--- src/rtl/se_selfcomp_driver.sv ---
// Self-composition driver: issues one command to two SE copies, times each lane,
// and reports per-transaction latencies, results and a sticky timing-leak flag.
module se_selfcomp_driver #(
   parameter int TIMEOUT = 200
) (
   input  logic         clock,
   input  logic         reset,
   input  logic         io_cmd_valid,
   output logic         io_cmd_ready,
   input  logic [7:0]   io_cmd_inst,
   input  logic [127:0] io_cmd_op1,
   input  logic [127:0] io_cmd_op2,
   input  logic [127:0] io_cmd_condOne,
   input  logic [127:0] io_cmd_condTwo,
   output logic         io_se1_in_valid,
   input  logic         io_se1_in_ready,
   output logic [7:0]   io_se1_in_inst,
   output logic [127:0] io_se1_in_op1,
   output logic [127:0] io_se1_in_op2,
   output logic [127:0] io_se1_in_cond,
   input  logic [127:0] io_se1_out_result,
   input  logic         io_se1_out_valid,
   output logic         io_se1_out_ready,
   output logic         io_se2_in_valid,
   input  logic         io_se2_in_ready,
   output logic [7:0]   io_se2_in_inst,
   output logic [127:0] io_se2_in_op1,
   output logic [127:0] io_se2_in_op2,
   output logic [127:0] io_se2_in_cond,
   input  logic [127:0] io_se2_out_result,
   input  logic         io_se2_out_valid,
   output logic         io_se2_out_ready,
   output logic         io_rpt_valid,
   input  logic         io_rpt_ready,
   output logic [127:0] io_rpt_resultOne,
   output logic [127:0] io_rpt_resultTwo,
   output logic [7:0]   io_rpt_latencyOne,
   output logic [7:0]   io_rpt_latencyTwo,
   output logic         io_rpt_resultMatch,
   output logic         io_rpt_leak,
   output logic         io_rpt_timeout,
   output logic         io_timingLeak,
   output logic         io_timingLeakDone,
   output logic         io_bothValid
);

   typedef enum logic [1:0] {IDLE, ISSUE, WAIT, REPORT} state_t;

   localparam logic [7:0] TIMEOUT_CNT = 8'(TIMEOUT);

   state_t       state;
   logic [7:0]   inst_q;
   logic [127:0] op1_q, op2_q, cond_one_q, cond_two_q;

   logic [1:0]   issued, done;
   logic [7:0]   cnt [2];
   logic [127:0] res [2];
   logic         tmo;

   logic [1:0]   issued_n, done_n;
   logic [7:0]   cnt_n [2];
   logic [127:0] res_n [2];
   logic         tmo_n;

   logic [1:0]   in_valid, in_ready, out_valid, out_ready;
   logic [127:0] out_result [2];
   logic         active;

   logic [127:0] rpt_res_one, rpt_res_two;
   logic [7:0]   rpt_lat_one, rpt_lat_two;
   logic         rpt_match, rpt_leak, rpt_tmo, timing_leak;

   assign active        = (state == ISSUE) || (state == WAIT);
   assign in_ready      = {io_se2_in_ready, io_se1_in_ready};
   assign out_valid     = {io_se2_out_valid, io_se1_out_valid};
   assign out_result[0] = io_se1_out_result;
   assign out_result[1] = io_se2_out_result;

   always_comb begin
      for (int i = 0; i < 2; i++) begin
         in_valid[i]  = (state == ISSUE) && !issued[i];
         out_ready[i] = active && issued[i] && !done[i];
      end
   end

   // Next-state lane bookkeeping; in/out handshakes on one lane are exclusive
   // because out_ready needs the registered issued flag.
   always_comb begin
      issued_n = issued;
      done_n   = done;
      tmo_n    = tmo;
      for (int i = 0; i < 2; i++) begin
         cnt_n[i] = cnt[i];
         res_n[i] = res[i];
         if (in_valid[i] && in_ready[i]) begin
            issued_n[i] = 1'b1;
            cnt_n[i]    = 8'd0;
         end else if (out_ready[i] && out_valid[i]) begin
            done_n[i] = 1'b1;
            res_n[i]  = out_result[i];
            cnt_n[i]  = (cnt[i] == 8'hFF) ? 8'hFF : cnt[i] + 8'd1;
         end else if (active && issued[i] && !done[i]) begin
            if (cnt[i] == TIMEOUT_CNT) begin
               done_n[i] = 1'b1;
               res_n[i]  = '0;
               tmo_n     = 1'b1;
            end else begin
               cnt_n[i] = (cnt[i] == 8'hFF) ? 8'hFF : cnt[i] + 8'd1;
            end
         end
      end
   end

   always_ff @(posedge clock) begin
      if (reset) begin
         state       <= IDLE;
         inst_q      <= '0;
         op1_q       <= '0;
         op2_q       <= '0;
         cond_one_q  <= '0;
         cond_two_q  <= '0;
         issued      <= '0;
         done        <= '0;
         tmo         <= 1'b0;
         for (int i = 0; i < 2; i++) begin
            cnt[i] <= '0;
            res[i] <= '0;
         end
         rpt_res_one <= '0;
         rpt_res_two <= '0;
         rpt_lat_one <= '0;
         rpt_lat_two <= '0;
         rpt_match   <= 1'b0;
         rpt_leak    <= 1'b0;
         rpt_tmo     <= 1'b0;
         timing_leak <= 1'b0;
      end else begin
         if (active) begin
            issued <= issued_n;
            done   <= done_n;
            tmo    <= tmo_n;
            for (int i = 0; i < 2; i++) begin
               cnt[i] <= cnt_n[i];
               res[i] <= res_n[i];
            end
         end
         case (state)
            IDLE: begin
               if (io_cmd_valid) begin
                  inst_q     <= io_cmd_inst;
                  op1_q      <= io_cmd_op1;
                  op2_q      <= io_cmd_op2;
                  cond_one_q <= io_cmd_condOne;
                  cond_two_q <= io_cmd_condTwo;
                  issued     <= '0;
                  done       <= '0;
                  tmo        <= 1'b0;
                  for (int i = 0; i < 2; i++) begin
                     cnt[i] <= '0;
                     res[i] <= '0;
                  end
                  state <= ISSUE;
               end
            end
            ISSUE: begin
               if (&issued_n) state <= WAIT;
            end
            WAIT: begin
               // Snapshot from next-state values so the report appears the
               // cycle after the second lane completes.
               if (&done_n) begin
                  rpt_res_one <= res_n[0];
                  rpt_res_two <= res_n[1];
                  rpt_lat_one <= cnt_n[0];
                  rpt_lat_two <= cnt_n[1];
                  rpt_match   <= (res_n[0] == res_n[1]);
                  rpt_leak    <= (cnt_n[0] != cnt_n[1]) || tmo_n;
                  rpt_tmo     <= tmo_n;
                  state       <= REPORT;
               end
            end
            REPORT: begin
               if (io_rpt_ready) begin
                  timing_leak <= timing_leak | rpt_leak;
                  state       <= IDLE;
               end
            end
            default: state <= IDLE;
         endcase
      end
   end

   assign io_cmd_ready       = (state == IDLE);
   assign io_se1_in_valid    = in_valid[0];
   assign io_se2_in_valid    = in_valid[1];
   assign io_se1_out_ready   = out_ready[0];
   assign io_se2_out_ready   = out_ready[1];
   assign io_se1_in_inst     = inst_q;
   assign io_se1_in_op1      = op1_q;
   assign io_se1_in_op2      = op2_q;
   assign io_se1_in_cond     = cond_one_q;
   assign io_se2_in_inst     = inst_q;
   assign io_se2_in_op1      = op1_q;
   assign io_se2_in_op2      = op2_q;
   assign io_se2_in_cond     = cond_two_q;
   assign io_rpt_valid       = (state == REPORT);
   assign io_rpt_resultOne   = rpt_res_one;
   assign io_rpt_resultTwo   = rpt_res_two;
   assign io_rpt_latencyOne  = rpt_lat_one;
   assign io_rpt_latencyTwo  = rpt_lat_two;
   assign io_rpt_resultMatch = rpt_match;
   assign io_rpt_leak        = rpt_leak;
   assign io_rpt_timeout     = rpt_tmo;
   assign io_timingLeak      = timing_leak;
   assign io_timingLeakDone  = (state == REPORT) && io_rpt_ready;
   assign io_bothValid       = io_se1_out_valid & io_se2_out_valid;

endmodule

--- config.mk ---
export PLATFORM = sky130hd
export DESIGN_NAME = se_selfcomp_driver
export DESIGN_NICKNAME = d
export VERILOG_FILES = /design/src/rtl/se_selfcomp_driver.sv
export SDC_FILE = /design/constraint.sdc
export NUM_CORES = 2
export LEC_CHECK = 0
export CAP_MARGIN = 30
export CORE_AREA = 8 8 707 709
export CTS_CLUSTER_DIAMETER = 200
export DETAILED_ROUTE_END_ITERATION = 8
export DIE_AREA = 0 0 715 717
export SYNTH_ARGS = -nofsm -noshare
export SYNTH_HDL_FRONTEND = slang
export SYNTH_SLANG_ARGS = --single-unit
export TNS_END_PERCENT = 100
--- constraint.sdc ---
create_clock -name clock -period 11.5 [get_ports clock]
set_clock_uncertainty 0.2 [all_clocks]
set_input_delay 1.15 -clock clock [delete_from_list [all_inputs] [get_ports clock]]
set_output_delay 1.15 -clock clock [all_outputs]
set_load 0.005 [all_outputs]
== After elaboration in Yosys (flattened, before gate mapping) ==
Memories as Yosys holds them, arrays and structs flattened.
Index checks and enable logic that the tools add are counted.

* Register bits after elaboration: 803
* Input port bits: 784
* Output and inout bits: 1068
* Memories: 2
* RAM bits: 272

{| class="wikitable"
|+ Memories
! memory !! words !! width !! rd ports !! clocked after Yosys merged registers in !! write ports !! RTL line !! source
|-
| res || 2 || 128 || 2 || 0 || 2 || 57 || <nowiki>logic [127:0] res [2];</nowiki>
|-
| cnt || 2 || 8 || 2 || 0 || 2 || 56 || <nowiki>logic [7:0] cnt [2];</nowiki>
|}

* Eq/ne operators: 13
* Bitwise logic cells: 10
* Muxes and demuxes: 67
* Add/sub/neg operators: 2
* Reductions and logical operators: 24

{| class="wikitable"
|+ Operators by type and width
! cell !! count
|-
| $mux W128 || 12
|-
| $eq A128 B128 Y1 || 1
|-
| $mux W8 || 14
|-
| $eq A8 B8 Y1 const B || 4
|-
| $mux W1 || 30
|-
| $mux W2 || 10
|-
| $add A8 B1 Y8 const B || 2
|-
| $logic_and A1 B1 Y1 || 11
|-
| $or A1 B1 Y1 || 9
|-
| $ne A8 B8 Y1 || 1
|-
| $pmux W2 S4 || 1
|-
| $reduce_and A2 Y1 || 4
|-
| $ne A2 B1 Y1 const B || 3
|-
| $eq A2 B2 Y1 const B || 2
|-
| $logic_not A1 Y1 || 4
|-
| $reduce_and A4 Y1 || 1
|-
| $reduce_and A3 Y1 || 1
|-
| $eq A2 B1 Y1 const B || 1
|-
| $logic_not A2 Y1 || 1
|-
| $logic_or A1 B1 Y1 || 2
|-
| $ne A2 B2 Y1 const B || 1
|-
| $and A1 B1 Y1 || 1
|}

== Logic depth before layout (Yosys ltp) ==
* Word-level depth: 14
* Gate-level depth with buffers: 16
* Gate-level depth less buffers: 11

== Least setup slack after synthesis ==
Ideal clock, no wire load.

* Path type: input to register
* From: in reset
* To: mem cnt[0][0] (enable)
* Stages: 3
* Path buffers: 1
* Path slack: 2.914 ns
* Data required time: 9.222 ns
* Arrival: 6.308 ns
* Setup time: 2.078 ns
* Path through: a21oi_1 > clkbuf_1 > nand2b_1

{| class="wikitable"
|+ RTL lines
! element !! RTL line !! source
|-
| start: declaration || 7 || <nowiki>input logic reset,</nowiki>
|-
| end: declaration || 56 ||
|}

== Worst setup path in the final report ==
* From: reg state[0]
* To: reg rpt_match (netlist: io_rpt_resultMatch)

* Cells in the longest elaborated chain, start to end: 8
* Elaborated cells between the ends (all ways): 27
* Those cells by class: eq/ne: 3; mux: 12; reduce/logical: 12

{| class="wikitable"
|+ RTL lines
! element !! RTL line !! source
|-
| start: declaration || 51 || <nowiki>state_t state;</nowiki>
|-
| start signal: assignment || 116 || <nowiki>state <= IDLE;</nowiki>
|-
| start signal: assignment || 162 || <nowiki>state <= ISSUE;</nowiki>
|-
| start signal: assignment || 166 || <nowiki>if (&issued_n) state <= WAIT;</nowiki>
|-
| $eq A2 B1 Y1 or $eq A2 B2 Y1 (tied branches) || 73, 81, 147 ||
|-
| $logic_or A1 B1 Y1 || 73 || <nowiki>assign active = (state == ISSUE) || (state == WAIT);</nowiki>
|-
| $logic_and A1 B1 Y1 (2 in series) || 82, 102 ||
|-
| $mux W128 (tied with other cells) || 102 || <nowiki>end else if (active && issued[i] && !done[i]) begin</nowiki>
|-
| $mux W128 or $mux W1 (tied branches) || 98 || <nowiki>end else if (out_ready[i] && out_valid[i]) begin</nowiki>
|-
| $mux W128 or $mux W1 (tied branches) || 95 || <nowiki>if (in_valid[i] && in_ready[i]) begin</nowiki>
|-
| $eq A128 B128 Y1 or $reduce_and A3 Y1 (tied branches) || -- ||
|-
| end signal: assignment || 176 || <nowiki>rpt_match <= (res_n[0] == res_n[1]);</nowiki>
|-
| end: declaration || 71 || <nowiki>logic rpt_match, rpt_leak, rpt_tmo, timing_leak;</nowiki>
|}

Parallel ways exist; a longest one is shown, timed or not.
A chain may end at the register's enable or synchronous reset.

==> metrics.txt <==
r2r worst-path depth 13; min setup slack post-route 5.10 ns; Yosys cell types 62; Max Slew Vio Count 0; DR iter-0 viols 5334; full die area 513000 um2; largest net degree at the start of global routing 181; slew margin rel. 0.236; WL final 473000 um; CTS tree done; ys async rst share 0; Crit Path Class reg2reg; Buf+Inv Stages, Crit Path 4; Core Region 488000 um2; slowest stage delay, CP 0.84 ns; Total Negative Setup Slacks 0 ns; Synth Warn # 0; die height 717 um; Layout Cells excl Fill 12000; HPWL Detailed 414000 um; critical path fanouts, max 59; Hold Crit Depth 2; Clock Root Buffer clkbuf_16; DR vias 41800; kind of cell adding the most delay to the critical path simple AND/OR/NAND/NOR gates; Worst Tran Pin Value 1.12 ns; CP required 12.10 ns; Post-synth EDFFs 272; Mapped Cells 3753; Pwr per Cell Area 230 nW/um2; DRC 0; WP data arrival 7.01 ns; post-route ant nets 0; fin util 0.146; worst min-delay path class reg2reg; syn_nets 4545; clock period minus worst slack 6.40 ns; clk sinks 1075; Ports 1852; GRT Overall Usage 0.174; Worst-path clk slew 0.06 ns; dpl cells 11600; drt first pass iters 6; gpl congestion 1.09; startpoint types flop; Area Overhead vs Synth 72.3%; Starting Density 0.0849; Final Cycle Share 0.557; Setup WS pre-CTS 4.93 ns; chip width 715 um; synthesized area per cell 11.0 um2; Num CTS Buffers 148; Final #Nets 6070; Clock Path Buffers 4; GRT overflow 0; Hold Vio Cnt, Final 0; Crit. End Element flop; status completed; mapped cell area 41500 um2; #FFs+latches synth 1075; RSZ-0062 raised after global routing no; antenna violations before repair 329; # Post-CTS Setup Buffers 0; final setup fails 0; # rows 257; CP max stage cell xnor2_1; PortBufs 1851; cells along the critical path inv_1, ha_1, nand3b_1, buf_4, inv_2, nand2b_4, buf_4, a22oi_1, xnor2_1, nand4_1, nor4_1, nand4_1, o21ai_1; FMAX 156 MHz; Seq/Total Area, Yosys 0.585; post-DR wirelength/cell 39.4 um; max cap viols 0; Most used DFF post-synth dfxtp_1; Worst-Skew Late Latency 0.87 ns; htree depth 4; Peak VDD IR 0.147 mV; first-pass GRT wire length 555000 um; # hold bufs at CTS 0; Leak 23.5 nW; Vias/cell 3.48; vias in the first global route 37700; CP Depth 13; share of layout cells above drive strength 1 0.0683; Resized Gates After CTS 0
-- report_power, final --
part / total (mW) / switching [mW] / internal [mW]
Clock: 4.85 / 2.01 / 2.84
Combinational: 6.16 / 3.93 / 2.23
Sequential: 5.43 / 0.592 / 4.84
-- logic make-up after synthesis --
kind of cell / after synthesis / synth area share
buf+inv: 602 / 0.0799
fa+ha+maj: 8 / 0.00241
simple gates: 731 / 0.0740
mux: 1 / 0.000241
xor+xnor: 85 / 0.0180
flops: 1075 / 0.585
compound gates: 1251 / 0.241
-- cell usage in the layout (no fill, tap or decap), types with 4 or more instances in the layout --
cell type and instances:
clkbuf_1 29, diode_2 149, a21oi_1 83, clkinv_1 6, a31oi_1 14, nand4_1 20
a22o_1 621, o211ai_1 9, clkinv_2 19, clkinvlp_4 11, nand3b_1 6, a211oi_1 261
ha_1 8, a211o_1 4, and2_1 13, xor2_1 33, clkdlybuf4s50_1 1831, inv_6 6
inv_1 21, buf_4 96, a22oi_1 188, edfxtp_1 272, xnor2_1 52, clkbuf_16 152
clkbuf_8 20, dfxtp_1 803, nor3_1 15, o22ai_1 11, bufinv_16 12, or4_1 4
nand3_1 10, nor2b_1 5, nor4_1 15, buf_12 7, nand2b_1 13, a221oi_1 13
o21ai_0 12, nand2_1 15, buf_16 18, nor2_1 597
-- worst paths after layout --
check	startpoint	endpoint	slack, ns
worst max-delay path	state[0]	io_rpt_resultMatch	5.10
worst min-delay path	tmo	tmo	0.27
worst max register to register	state[0]	io_rpt_resultMatch	5.10
worst min register to register	tmo	tmo	0.27
-- routing by layer --
layer  vias up  track usage  part of all wire
li1      17100            -                 -
met4       172       0.0711             0.047
met3       773        0.132              0.18
met5         -       0.0227            0.0040
met1     20600        0.168              0.32
met2      3168        0.278              0.46
-- synth_stat cells (all sizes together) (14+ instances only) --
| master | n | area [um2] |
|---|---|---|
| xnor2 | 52 | 455 |
| nand2 | 16 | 60.1 |
| clkbuf | 238 | 893 |
| xor2 | 33 | 289 |
| dfxtp | 803 | 16100 |
| nor3 | 15 | 75.1 |
| nor4 | 15 | 93.8 |
| nand4 | 20 | 125 |
| edfxtp | 272 | 8170 |
| nor2 | 598 | 2240 |
| a31oi | 14 | 87.6 |
| buf | 340 | 2330 |
| a21oi | 85 | 437 |
| a211oi | 261 | 1960 |
| a22o | 621 | 5440 |
| a22oi | 190 | 1440 |
| inv | 23 | 86.3 |
| nand2b | 16 | 108 |
-- state kept, by name, indices dropped and copies added, names as in the netlist, 8 cells and up --
| name | cells |
|---|---|
| io_rpt_latencyOne | 8 |
| io_rpt_latencyTwo | 8 |
| io_rpt_resultTwo | 128 |
| io_se1_in_cond | 128 |
| io_se1_in_op2 | 128 |
| io_se1_in_op1 | 128 |
| io_rpt_resultOne | 128 |
| io_se2_in_cond | 128 |
| io_se1_in_inst | 8 |
| res | 256 |
| cnt | 16 |
-- worst reg2reg max path: stages, from the launching register on --
cell,delay (ns)
dfxtp_1,0.37
inv_1,0.10
ha_1,0.46
nand3b_1,0.48
buf_4,0.47
inv_2,0.19
nand2b_4,0.64
buf_4,0.76
a22oi_1,0.40
xnor2_1,0.84
nand4_1,0.52
nor4_1,0.47
nand4_1,0.24
o21ai_1,0.18
-- metrics by stage --
| step | total power, mW | hold slack [ns] | cell area, um2 |
|---|---|---|---|
| 4_1_cts | 16.5 | 0.263 | 70900 |
| 3_5_place_dp | 11.6 | 0.249 | 66000 |
| 2_1_floorplan | 7.64 | 0.229 | 41500 |
| 6_report | 16.4 | 0.267 | 71400 |
| 3_3_place_gp | 11.6 | 0.245 | 65600 |
| 5_1_grt | 16.9 | 0.286 | 71200 |
-- cell type report --
type | instances | area (um2)
fillers | 54800 | 417000
inverters | 24 | 90.1
repair buffers | 1953 | 19700
flip-flops and latches | 1075 | 24200
clock buffers | 201 | 4190
diodes | 149 | 373
clock inverters | 62 | 754
well taps | 6475 | 8100
multi-input cells | 2076 | 14000
Power figures use the tool's default switching activity.
